File: src/rtl/immediate_decode_stage_pkg.sv
// Shared definitions for the immediate decode stage: format select codes,
// the output-buffer state encoding and the XLEN legality check.
package immediate_decode_stage_pkg;

   localparam int unsigned SEL_W = 3;

   localparam logic [SEL_W-1:0] IMM_SEL_U = 3'b000;
   localparam logic [SEL_W-1:0] IMM_SEL_J = 3'b001;
   localparam logic [SEL_W-1:0] IMM_SEL_I = 3'b010;
   localparam logic [SEL_W-1:0] IMM_SEL_B = 3'b011;
   localparam logic [SEL_W-1:0] IMM_SEL_S = 3'b100;
   localparam logic [SEL_W-1:0] IMM_SEL_Z = 3'b101;

   typedef enum logic [1:0] {
      ST_EMPTY = 2'd0,
      ST_ONE   = 2'd1,
      ST_FULL  = 2'd2
   } stage_state_e;

   function automatic logic xlen_ok(input int unsigned xlen);
      return (xlen == 32) || (xlen == 64);
   endfunction

endpackage

File: src/rtl/immediate_decode_stage_imm_extract.sv
// Combinational RV32 immediate extraction, sign-extended to XLEN.
// The CSR uimm (Z) format exists only when IMM_CSR_UIMM_EN is defined.
module imm_extract
   import immediate_decode_stage_pkg::*;
#(
   parameter int unsigned XLEN = 32
) (
   input  logic [31:0]      instruction,
   input  logic [SEL_W-1:0] select,
   output logic [XLEN-1:0]  imm,
   output logic             err
);

   logic [31:0] raw;
   logic        unused_opcode;

   assign unused_opcode = ^instruction[6:0];

   // raw is already a sign-correct 32-bit value; Z has bit 31 clear so it zero-extends
   always_comb begin
      raw = '0;
      err = 1'b0;
      case (select)
         IMM_SEL_U: raw = {instruction[31:12], 12'b0};
         IMM_SEL_J: raw = {{12{instruction[31]}}, instruction[19:12], instruction[20],
                           instruction[30:21], 1'b0};
         IMM_SEL_I: raw = {{20{instruction[31]}}, instruction[31:20]};
         IMM_SEL_B: raw = {{20{instruction[31]}}, instruction[7], instruction[30:25],
                           instruction[11:8], 1'b0};
         IMM_SEL_S: raw = {{20{instruction[31]}}, instruction[31:25], instruction[11:7]};
`ifdef IMM_CSR_UIMM_EN
         IMM_SEL_Z: raw = {27'b0, instruction[19:15]};
`endif
         default: begin
            raw = '0;
            err = 1'b1;
         end
      endcase
   end

   assign imm = XLEN'($signed(raw));

endmodule

File: src/rtl/immediate_decode_stage.sv
// Registered immediate decode stage: one output register plus one skid entry
// behind a valid/ready handshake. Optional Z format via IMM_CSR_UIMM_EN.
module immediate_decode_stage
   import immediate_decode_stage_pkg::*;
#(
   parameter int unsigned XLEN  = 32,
   parameter int unsigned TAG_W = 5
) (
   input  logic             CLK,
   input  logic             RESET_N,
   input  logic             FLUSH,
   input  logic             IN_VALID,
   output logic             IN_READY,
   input  logic [31:0]      INSTRUCTION,
   input  logic [2:0]       SELECT,
   input  logic [TAG_W-1:0] IN_TAG,
   output logic             OUT_VALID,
   input  logic             OUT_READY,
   output logic [XLEN-1:0]  OUT,
   output logic [TAG_W-1:0] OUT_TAG,
   output logic             FORMAT_ERR
);

   if (!xlen_ok(XLEN)) begin : g_bad_xlen
      $error("immediate_decode_stage: XLEN must be 32 or 64");
   end

   stage_state_e     state;
   logic [XLEN-1:0]  ext_imm;
   logic             ext_err;
   logic [XLEN-1:0]  skid_imm;
   logic [TAG_W-1:0] skid_tag;
   logic             skid_err;
   logic             accept;
   logic             drain;

   imm_extract #(.XLEN(XLEN)) u_extract (
      .instruction (INSTRUCTION),
      .select      (SELECT),
      .imm         (ext_imm),
      .err         (ext_err)
   );

   assign accept = IN_VALID & IN_READY;
   assign drain  = OUT_VALID & OUT_READY;

   // IN_READY is recomputed every edge from the next state, so it never sees OUT_READY combinationally
   always_ff @(posedge CLK or negedge RESET_N) begin
      if (!RESET_N) begin
         state      <= ST_EMPTY;
         IN_READY   <= 1'b0;
         OUT_VALID  <= 1'b0;
         OUT        <= '0;
         OUT_TAG    <= '0;
         FORMAT_ERR <= 1'b0;
         skid_imm   <= '0;
         skid_tag   <= '0;
         skid_err   <= 1'b0;
      end else if (FLUSH) begin
         state      <= ST_EMPTY;
         IN_READY   <= 1'b1;
         OUT_VALID  <= 1'b0;
         OUT        <= '0;
         OUT_TAG    <= '0;
         FORMAT_ERR <= 1'b0;
         skid_imm   <= '0;
         skid_tag   <= '0;
         skid_err   <= 1'b0;
      end else begin
         IN_READY <= 1'b1;
         case (state)
            ST_EMPTY: begin
               if (accept) begin
                  OUT        <= ext_imm;
                  OUT_TAG    <= IN_TAG;
                  FORMAT_ERR <= ext_err;
                  OUT_VALID  <= 1'b1;
                  state      <= ST_ONE;
               end
            end
            ST_ONE: begin
               if (accept && !drain) begin
                  skid_imm <= ext_imm;
                  skid_tag <= IN_TAG;
                  skid_err <= ext_err;
                  IN_READY <= 1'b0;
                  state    <= ST_FULL;
               end else if (accept && drain) begin
                  OUT        <= ext_imm;
                  OUT_TAG    <= IN_TAG;
                  FORMAT_ERR <= ext_err;
               end else if (drain) begin
                  OUT_VALID <= 1'b0;
                  state     <= ST_EMPTY;
               end
            end
            ST_FULL: begin
               if (drain) begin
                  OUT        <= skid_imm;
                  OUT_TAG    <= skid_tag;
                  FORMAT_ERR <= skid_err;
                  state      <= ST_ONE;
               end else begin
                  IN_READY <= 1'b0;
               end
            end
            default: begin
               OUT_VALID <= 1'b0;
               state     <= ST_EMPTY;
            end
         endcase
      end
   end

endmodule

File: config.mk
export PLATFORM = sky130hd
export DESIGN_NAME = immediate_decode_stage
export DESIGN_NICKNAME = d
export VERILOG_FILES = /design/src/rtl/immediate_decode_stage_pkg.sv /design/src/rtl/immediate_decode_stage_imm_extract.sv /design/src/rtl/immediate_decode_stage.sv
export SDC_FILE = /design/constraint.sdc
export NUM_CORES = 1
export LEC_CHECK = 0
export CAP_MARGIN = 10
export CORE_UTILIZATION = 40
export CTS_BUF_LIST = sky130_fd_sc_hd__clkbuf_8
export CTS_CLUSTER_SIZE = 12
export DETAILED_ROUTE_END_ITERATION = 8
export GPL_TIMING_DRIVEN = 0
export MAX_ROUTING_LAYER = met4
export PLACE_DENSITY = 0.73
export SETUP_SLACK_MARGIN = 0.15
export SLEW_MARGIN = 20
export SYNTH_ARGS = -nofsm -noshare
export SYNTH_HDL_FRONTEND = slang
export SYNTH_HIERARCHICAL = 1
export SYNTH_SLANG_ARGS = --single-unit
File: constraint.sdc
create_clock -name CLK -period 3.4 [get_ports CLK]
set_input_delay 0.51 -clock CLK [delete_from_list [all_inputs] [get_ports CLK]]
set_output_delay 0.51 -clock CLK [all_outputs]
set_load 0.005 [all_outputs]
==> impl_metrics.json, run 1 <==
{
  "path_cells": "clkdlybuf4s50_1, nand2b_1, o32ai_2, clkbuf_2, buf_4, nor4_1, a311o_1",
  "synth_top_cell_area_share": 0.419,
  "num_antenna_cells": 0,
  "maxCapViolations": 0,
  "dp_hpwl_um": 9310,
  "violations": "DRC",
  "rows": 39,
  "ctsResizeCount": 0,
  "drive_above_1_share": 0.104,
  "hold_violations": 0,
  "relSlewSlack": 0.621,
  "finalClockSkew_ns": 0.00483,
  "synth_common_cells": "80 x dfrtp_1, 64 x mux2i_1, 38 x a22o_1",
  "syn2layout_area_growth_pct": 23.9,
  "die-height_um": 111,
  "yosysSeqAreaShare": 0.419,
  "switching_share": 0.369,
  "yosys.area.top_type": "dfrtp_1",
  "gp_congestion": 0.849,
  "drt_iter0_markers": 265,
  "syn_inst": 453,
  "num_vias": 4123,
  "die_w_um": 111,
  "cts-root-buf": "clkbuf_8",
  "fin_crit_sh": 0.695,
  "start_util": 0.415,
  "grt_usage": 0.220,
  "cp-end-kind": "register",
  "cts_setup_buffers": 0,
  "p_per_area_nw_per_um2": 569,
  "die-area_um2": 12400,
  "r2r_cells": 7,
  "crit_path_start": "FLUSH",
  "ir_drop_v": 0.000205,
  "p_sw_uw": 1240,
  "p_seq_frac": 0.399,
  "tightestPinTransition_ns": 0.568,
  "p_int_uw": 2130,
  "synth_area_leaders": "dfrtp_1 42%, mux2i_1 13%, a22o_1 7.0%",
  "dr.pass1.iters": 7,
  "cts_hold_buf": 0,
  "grt_pass1_wl_um": 20800,
  "endpoint": "OUT[30]$_DFFE_PN0P_",
  "grt-ovfl-total": 0,
  "clock-sinks": 80,
  "critPathRequiredTime_ns": 3.66,
  "ant_nets": 0,
  "pwr-share-comb": 0.409,
  "path_max_fanout": 10,
  "fin_worst_hold_slack_ns": 0.114,
  "fmax_ghz": 0.423,
  "syn_area_per_cell_um2": 10.5,
  "regToRegStartpoint": "state[0]$_DFFE_PN0P_",
  "reg2reg_to": "OUT[30]$_DFFE_PN0P_",
  "setup_viol": 0,
  "slew_violations": 0,
  "place_inst": 674,
  "clk_pin_slew_worst_paths_ns": 0.08,
  "synth-seq-cells": 80,
  "synth-edff-count": 0,
  "crit_path_start_kind": "input port",
  "leakage_uw": 0.00253,
  "stdcell_count": 689,
  "crit_type": "in2reg",
  "grt_max_degree": 43,
  "final_core_utilization": 0.514,
  "finalCriticalPeriod_ns": 2.36,
  "routedWlPerCell_um": 18.7,
  "syn-num-nets": 502,
  "clkLatencyLatePin_ns": 0.37,
  "cts_max_level": 3,
  "max_stage_delay_ns": 0.59,
  "clock_path_buffers": 2,
  "core_area_um2": 11500,
  "ios": 85,
  "cts_tree": "done",
  "viasPerCell": 5.98,
  "reg2reg_slack_ns": 1.08,
  "ys.flop_type": "dfrtp_1",
  "port_buffers": 77,
  "yosys.cell_count.top_type": "dfrtp_1",
  "rsz0062_at_grt": "false",
  "ys_async_sr_fraction": 1.00,
  "yosysWarnings": 6,
  "cts_made_buffers": 9,
  "syn-cell-area_um2": 4780,
  "nNetsFinal": 591,
  "synthDistinctLibCells": 46,
  "routed_wl_um": 12900,
  "slowest_stage": "clkdlybuf4s50_1",
  "drcViolationCount": 8,
  "p_clk_frac": 0.193,
  "grt_pass1_vias": 4107,
  "antenna_found_initial": 0,
  "hold_class": "in2async",
  "status": "complete, but fails checks",
  "cp.arrival_ns": 2.62
}
[cells in the final DEF, fill, tap and decap left out, types with 6 or more instances in the layout]
| cell | Yosys | routed |
|---|---|---|
| clkbuf_8 | 0 | 11 |
| nand4bb_1 | 8 | 8 |
| a211o_1 | 9 | 9 |
| clkdlybuf4s50_1 | 0 | 76 |
| nor3b_2 | 6 | 6 |
| nand3b_1 | 35 | 35 |
| nand2_1 | 36 | 36 |
| or4_1 | 34 | 34 |
| buf_2 | 14 | 14 |
| a22o_1 | 38 | 38 |
| clkbuf_1 | 21 | 21 |
| mux2i_1 | 64 | 64 |
| dfrtp_1 | 80 | 80 |
| nand3_1 | 33 | 33 |
[stage by stage]
step / setup TNS, ns / cell area [µm²] / worst slack, ns / power, µW
finish: 0 / 5920 / 1.04 / 3370
floorplan: 0 / 4780 / 1.54 / 2050
CTS: 0 / 5920 / 1.06 / 3380
detailed placement: 0 / 5740 / 0.677 / 2730
global route: 0 / 5920 / 0.995 / 3570
global placement: -74.18 / 5730 / -0.932 / 2680
[power by group through the flow]
stage               logic, µW  clock network, µW  registers (µW)
detailed placement       1370                  0            1360
CTS                      1380                658            1340
finish                   1380                648            1340
global route             1490                708            1370
floorplan                 720                  0            1330
global placement         1330                  0            1340
[flip-flops by register name (all words and copies together) (netlist names)]
name	cells
OUT	32
skid_imm	32
OUT_TAG	5
skid_tag	5
state	2
FORMAT_ERR	1
IN_READY	1
OUT_VALID	1
skid_err	1
[logic make-up after synthesis]
| kind of cell | Yosys count | share of synthesized area |
|---|---|---|
| AND/OR/NAND/NOR | 178 | 0.245 |
| flip-flops | 80 | 0.419 |
| AO/OA/AOI/OAI | 74 | 0.132 |
| multiplexers | 65 | 0.137 |
| buffers and inverters | 52 | 0.0566 |
| adder cells (fa/ha/maj) | 4 | 0.0105 |
[per-layer routing]
layer / part of all wire / track usage
met5: 0 / -
met4: 0.025 / 0.0955
met3: 0.049 / 0.0388
met2: 0.47 / 0.339
met1: 0.45 / 0.284
[final cells by class]
cell class	instances	area [µm²]
Clock buffer	11	151
Tap cell	143	179
Clock inverter	4	21.3
Buffer	49	259
Fill cell	1086	5600
Inverter	3	11.3
Sequential cell	80	2000
Timing Repair Buffer	78	788
Multi-Input combinational cell	321	2500
[worst min path at each step]
stage	cells past startpoint	endpoint	start
finish	1	OUT[14]$_DFFE_PN0P_	RESET_N
global route	1	OUT[14]$_DFFE_PN0P_	RESET_N
CTS	1	skid_imm[12]$_DFFE_PN0P_	RESET_N
detailed placement	1	skid_imm[26]$_DFFE_PN0P_	skid_imm[26]$_DFFE_PN0P_
global placement	1	skid_tag[4]$_DFFE_PN0P_	skid_tag[4]$_DFFE_PN0P_
floorplan	0	FORMAT_ERR$_DFFE_PN0P_	RESET_N
[worst max-delay path: cells and delay by family]
| family | cells | cell delay (ns) |
|---|---|---|
| compound gates | 2 | 0.65 |
| buf+inv | 3 | 1.09 |
| simple gates | 2 | 0.36 |
Power figures use the tool's default switching activity.
==> run 2, diff against run 1 <==
Clock period 3.4 ns to 2.4 ns, I/O delays scaled along.
==> impl_metrics.json, run 2 (synthesis results as in run 1) <==
{
  "rows": 39,
  "final_core_utilization": 0.517,
  "violations": "DRC",
  "syn2layout_area_growth_pct": 24.8,
  "setup_viol": 0,
  "reg2reg_slack_ns": 0.24,
  "fin_crit_sh": 0.903,
  "critPathRequiredTime_ns": 2.70,
  "crit_buf_inv": 2,
  "clkLatencyLatePin_ns": 0.37,
  "multi_input_area_um2": 2520,
  "core_area_um2": 11500,
  "die-area_um2": 12400,
  "reg2reg_to": "OUT[21]$_DFFE_PN0P_",
  "cts_made_buffers": 9,
  "clock-sinks": 80,
  "ir_drop_v": 0.000291,
  "r2r_cells": 8,
  "clk_pin_slew_worst_paths_ns": 0.08,
  "grt_pass1_wl_um": 21000,
  "routed_wl_um": 12900,
  "port_buffers": 77,
  "dr.pass1.iters": 7,
  "design_area_um2": 5960,
  "n_fill_cell": 1081,
  "cts-root-buf": "clkbuf_8",
  "routedWlPerCell_um": 18.6,
  "drcViolationCount": 8,
  "layout_commonest_cell": "dfrtp_1",
  "hold_class": "in2async",
  "start_util": 0.415,
  "cts_tree": "done",
  "max_stage_delay_ns": 0.60,
  "leakage_uw": 0.00256,
  "finalClockSkew_ns": 0.00525,
  "hold_violations": 0,
  "grt_pass1_vias": 4118,
  "seqCellArea_um2": 2000,
  "fmax_ghz": 0.462,
  "antenna_found_initial": 0,
  "nNetsFinal": 593,
  "path_delay_family": "buffers and inverters",
  "grt-ovfl-total": 0,
  "finalCriticalPeriod_ns": 2.17,
  "viasPerCell": 5.99,
  "dp_hpwl_um": 9310,
  "slew_violations": 0,
  "cp.arrival_ns": 2.47,
  "maxCapViolations": 0,
  "ant_nets": 0,
  "slowest_stage": "clkdlybuf4s50_1",
  "grt_usage": 0.221,
  "clock_path_buffers": 2,
  "num_vias": 4137,
  "grt_max_degree": 43,
  "fin_worst_hold_slack_ns": 0.510,
  "layout.cells.most_common_list": "80 x dfrtp_1, 75 x clkdlybuf4s50_1, 64 x mux2i_1, 38 x a22o_1, 36 x nand2_1",
  "relSlewSlack": 0.641,
  "path_cells": "clkdlybuf4s50_1, clkbuf_1, mux2i_1, mux2i_1, mux2i_1, or4_1, nand3_1",
  "drt_iter0_markers": 267,
  "crit_path_start_kind": "input port",
  "ios": 85,
  "p_per_area_nw_per_um2": 807,
  "largestRegisters": "OUT x32, skid_imm x32",
  "path_max_fanout": 10,
  "die-height_um": 111,
  "cp-end-kind": "register",
  "tns_ns": 0,
  "regToRegStartpoint": "state[1]$_DFFE_PN0P_",
  "gp_congestion": 0.849,
  "status": "complete, but fails checks",
  "tightestPinTransition_ns": 0.538,
  "drive_above_1_share": 0.113,
  "crit_type": "in2reg",
  "dpl_cell_area_um2": 5740,
  "cts_max_level": 3,
  "die_w_um": 111,
  "cpMostUsedCell": "mux2i_1",
  "rsz0062_at_grt": "true",
  "num_antenna_cells": 0
}
run 2: cell count changes in the layout (fill, tap and decap cells not counted), sizes merged:
cell and delta:
dlygate4sd3 +1, buf +1, dlymetal6s2s +1, clkdlybuf4s50 -1
run 2: what timing repair did:
item                                    in CTS  in global routing
hold buffers                                 1                  0
endpoints found under the setup margin      23                 40
endpoints found under the hold margin       38                  0
resized for setup                            1                 10
setup buffers                                0                  1
pin swaps                                    0                  1
run 2: per-stage QoR:
stage / worst slack (ns) / std cells / total power (µW)
floorplan: 0.538 / 453 / 2910
global placement: -1.78 / 673 / 3790
detailed placement: -0.173 / 674 / 3870
CTS: 0.161 / 690 / 4800
global route: 0.148 / 691 / 5100
finish: 0.233 / 691 / 4810
run 2: worst register-to-register path: cells and delay by family (launching register included):
kind                       cells  cell delay (ns)
buffers and inverters          3             0.49
and+or+nand+nor                3             0.84
DFF                            1             0.39
AOI/OAI and AO/OA              1             0.13
adders and majority gates      1             0.24
run 2: cell type report:
type | instances | share of cell area
Buffer | 49 | 0.0445
Clock buffer | 11 | 0.0254
Clock inverter | 4 | 0.00357
Inverter | 3 | 0.00189
Multi-Input combinational cell | 321 | 0.423
Sequential cell | 80 | 0.336
Tap cell | 143 | 0.0300
Timing Repair Buffer | 80 | 0.136
run 2: worst max-delay path by stage:
stage                                    start                  end  slack (ns)  cells past startpoint
after global routing      state[1]$_DFFE_PN0P_  OUT[22]$_DFFE_PN0P_        0.15                      8
after CTS                 state[0]$_DFFE_PN0P_  OUT[30]$_DFFE_PN0P_        0.16                      7
after global placement                 RESET_N   IN_READY$_DFF_PN0_       -1.78                      1
final                          INSTRUCTION[31]  OUT[21]$_DFFE_PN0P_        0.23                      7
after detailed placement                 FLUSH  OUT[30]$_DFFE_PN0P_       -0.17                      7
after floorplan           state[0]$_DFFE_PN0P_  OUT[30]$_DFFE_PN0P_        0.54                      7
run 2: where the power goes:
part	internal, µW	switching (µW)	total [µW]
clock network	419	498	918
registers	1650	254	1900
logic	971	1020	1990
run 2: metal layers:
metal	global-route usage	wire length, µm
met2	0.341	6100
met4	0.0955	330
met3	0.0388	625
met1	0.285	5810
met5	-	0
==> run 3, diff against run 2 <==
Clock period 2.4 ns to 2.1 ns, I/O delays scaled along.
==> impl_metrics.json, run 3 (synthesis results as in run 1) <==
{
  "status": "complete, but fails checks",
  "violations": "DRC",
  "ant_nets": 0,
  "critPathRequiredTime_ns": 2.35,
  "whs_endpoint": "IN_READY$_DFF_PN0_",
  "maxCapViolations": 0,
  "drcViolationCount": 8,
  "relSlewSlack": 0.627,
  "cts_tree": "done",
  "drive_above_1_share": 0.197,
  "cts_max_level": 3,
  "pwr-share-comb": 0.452,
  "min_from": "OUT_READY",
  "die-area_um2": 12400,
  "core_area_um2": 11500,
  "dpl_cell_area_um2": 5740,
  "cp-end-kind": "register",
  "switching_share": 0.361,
  "rows": 39,
  "path_max_fanout": 10,
  "grt-ovfl-total": 0,
  "largestRegisters": "OUT x32, skid_imm x32",
  "ios": 85,
  "fin_ws_ns": 0.180,
  "start_util": 0.415,
  "grt_pass1_vias": 4131,
  "final_core_utilization": 0.544,
  "grt_max_degree": 43,
  "die-height_um": 111,
  "cts-root-buf": "clkbuf_8",
  "ir_drop_v": 0.000325,
  "p_seq_frac": 0.370,
  "detailedPlace.worstSlack_ns": -0.428,
  "fin_worst_hold_slack_ns": 0.452,
  "crit_type": "reg2reg",
  "design_area_um2": 6260,
  "clk_pin_slew_worst_paths_ns": 0.08,
  "leakage_uw": 0.00273,
  "cts_made_buffers": 9,
  "hold_depth": 3,
  "syn2layout_area_growth_pct": 31.2,
  "p_int_uw": 3760,
  "clock-sinks": 80,
  "tns_ns": 0,
  "p_clk_frac": 0.178,
  "finalClockSkew_ns": 0.00394,
  "port_buffers": 77,
  "finalCriticalPeriod_ns": 1.92,
  "n_fill_cell": 1056,
  "dp_hpwl_um": 9310,
  "layout_commonest_cell": "dfrtp_1",
  "cp.arrival_ns": 2.17,
  "drt_iter0_markers": 284,
  "crit_path_start_kind": "register",
  "grt_pass1_wl_um": 21300,
  "hold_violations": 0,
  "num_antenna_cells": 0,
  "regToRegStartpoint": "state[1]$_DFFE_PN0P_",
  "reg2reg_to": "OUT[31]$_DFFE_PN0P_",
  "p_per_area_nw_per_um2": 938,
  "setup_viol": 0,
  "slew_violations": 0,
  "r2r_cells": 7,
  "routed_wl_um": 13100,
  "fmax_ghz": 0.521,
  "nNetsFinal": 602,
  "clock_path_buffers": 2,
  "layout.cells.most_common_list": "80 x dfrtp_1, 73 x clkdlybuf4s50_1, 60 x mux2i_1, 38 x a22o_1, 36 x nand2_1",
  "clkLatencyLatePin_ns": 0.36,
  "antenna_found_initial": 0,
  "hold_class": "in2reg",
  "die_w_um": 111,
  "grt_usage": 0.224,
  "routedWlPerCell_um": 18.7,
  "p_sw_uw": 2120,
  "rsz0062_at_grt": "true",
  "seqCellArea_um2": 2000,
  "fin_crit_sh": 0.914,
  "tightestPinTransition_ns": 0.559,
  "reg2reg_slack_ns": 0.18,
  "gp_congestion": 0.849,
  "multi_input_area_um2": 2660,
  "viasPerCell": 5.92,
  "num_vias": 4141,
  "dr.pass1.iters": 7
}
[run 3: worst max-delay path by stage]
stage                         startpoint                   to  slack (ns)
finish              state[1]$_DFFE_PN0P_  OUT[31]$_DFFE_PN0P_        0.18
global route                   SELECT[2]  OUT[30]$_DFFE_PN0P_        0.11
CTS                            SELECT[0]  OUT[22]$_DFFE_PN0P_         0.1
detailed placement                 FLUSH  OUT[30]$_DFFE_PN0P_       -0.43
global placement                 RESET_N   IN_READY$_DFF_PN0_       -2.04
floorplan           state[0]$_DFFE_PN0P_  OUT[30]$_DFFE_PN0P_        0.24
[run 3: critical path, stage by stage (launching register included)]
cell      delay (ns)
dfrtp_1         0.42
inv_2           0.12
ha_4            0.22
o32ai_4         0.30
clkbuf_8        0.21
buf_8           0.13
nor4_1          0.07
a311o_1         0.33
[run 3: routing by layer]
layer | up-vias | routed length (µm) | global-route usage | part of all wire
met5 | - | 0 | - | 0
met3 | 28 | 517 | 0.0372 | 0.039
met4 | 0 | 359 | 0.0937 | 0.027
met1 | 2072 | 6090 | 0.291 | 0.46
met2 | 121 | 6140 | 0.348 | 0.47
li1 | 1920 | - | - | -
[run 3: what timing repair did]
item	in CTS	in global routing
pin swaps	1	9
endpoints found under the setup margin	70	55
resized for setup	27	57
hold endpoints to repair	38	0
buffers inserted	7	4
hold buffers	1	0
[run 3: power groups by stage]
stage | clock network [µW] | logic [µW] | registers [µW]
after detailed placement | 0 | 2220 | 2200
final | 1050 | 2660 | 2170
after floorplan | 0 | 1160 | 2160
after global placement | 0 | 2160 | 2170
after global routing | 1150 | 2870 | 2220
after CTS | 1070 | 2430 | 2170
[run 3: cell type report]
cell class / instances / area share
plain buffers: 48 / 0.0561
clock buffers: 11 / 0.0242
clock inverters: 4 / 0.00340
inverters: 3 / 0.00180
multi-input cells: 321 / 0.424
flip-flops and latches: 80 / 0.320
well taps: 143 / 0.0286
repair buffers: 90 / 0.142
[run 3: stage by stage]
stage          total power, µW  instances
5_1_grt                   6230        700
2_1_floorplan             3330        453
3_5_place_dp              4420        674
6_report                  5880        700
3_3_place_gp              4330        673
4_1_cts                   5670        696
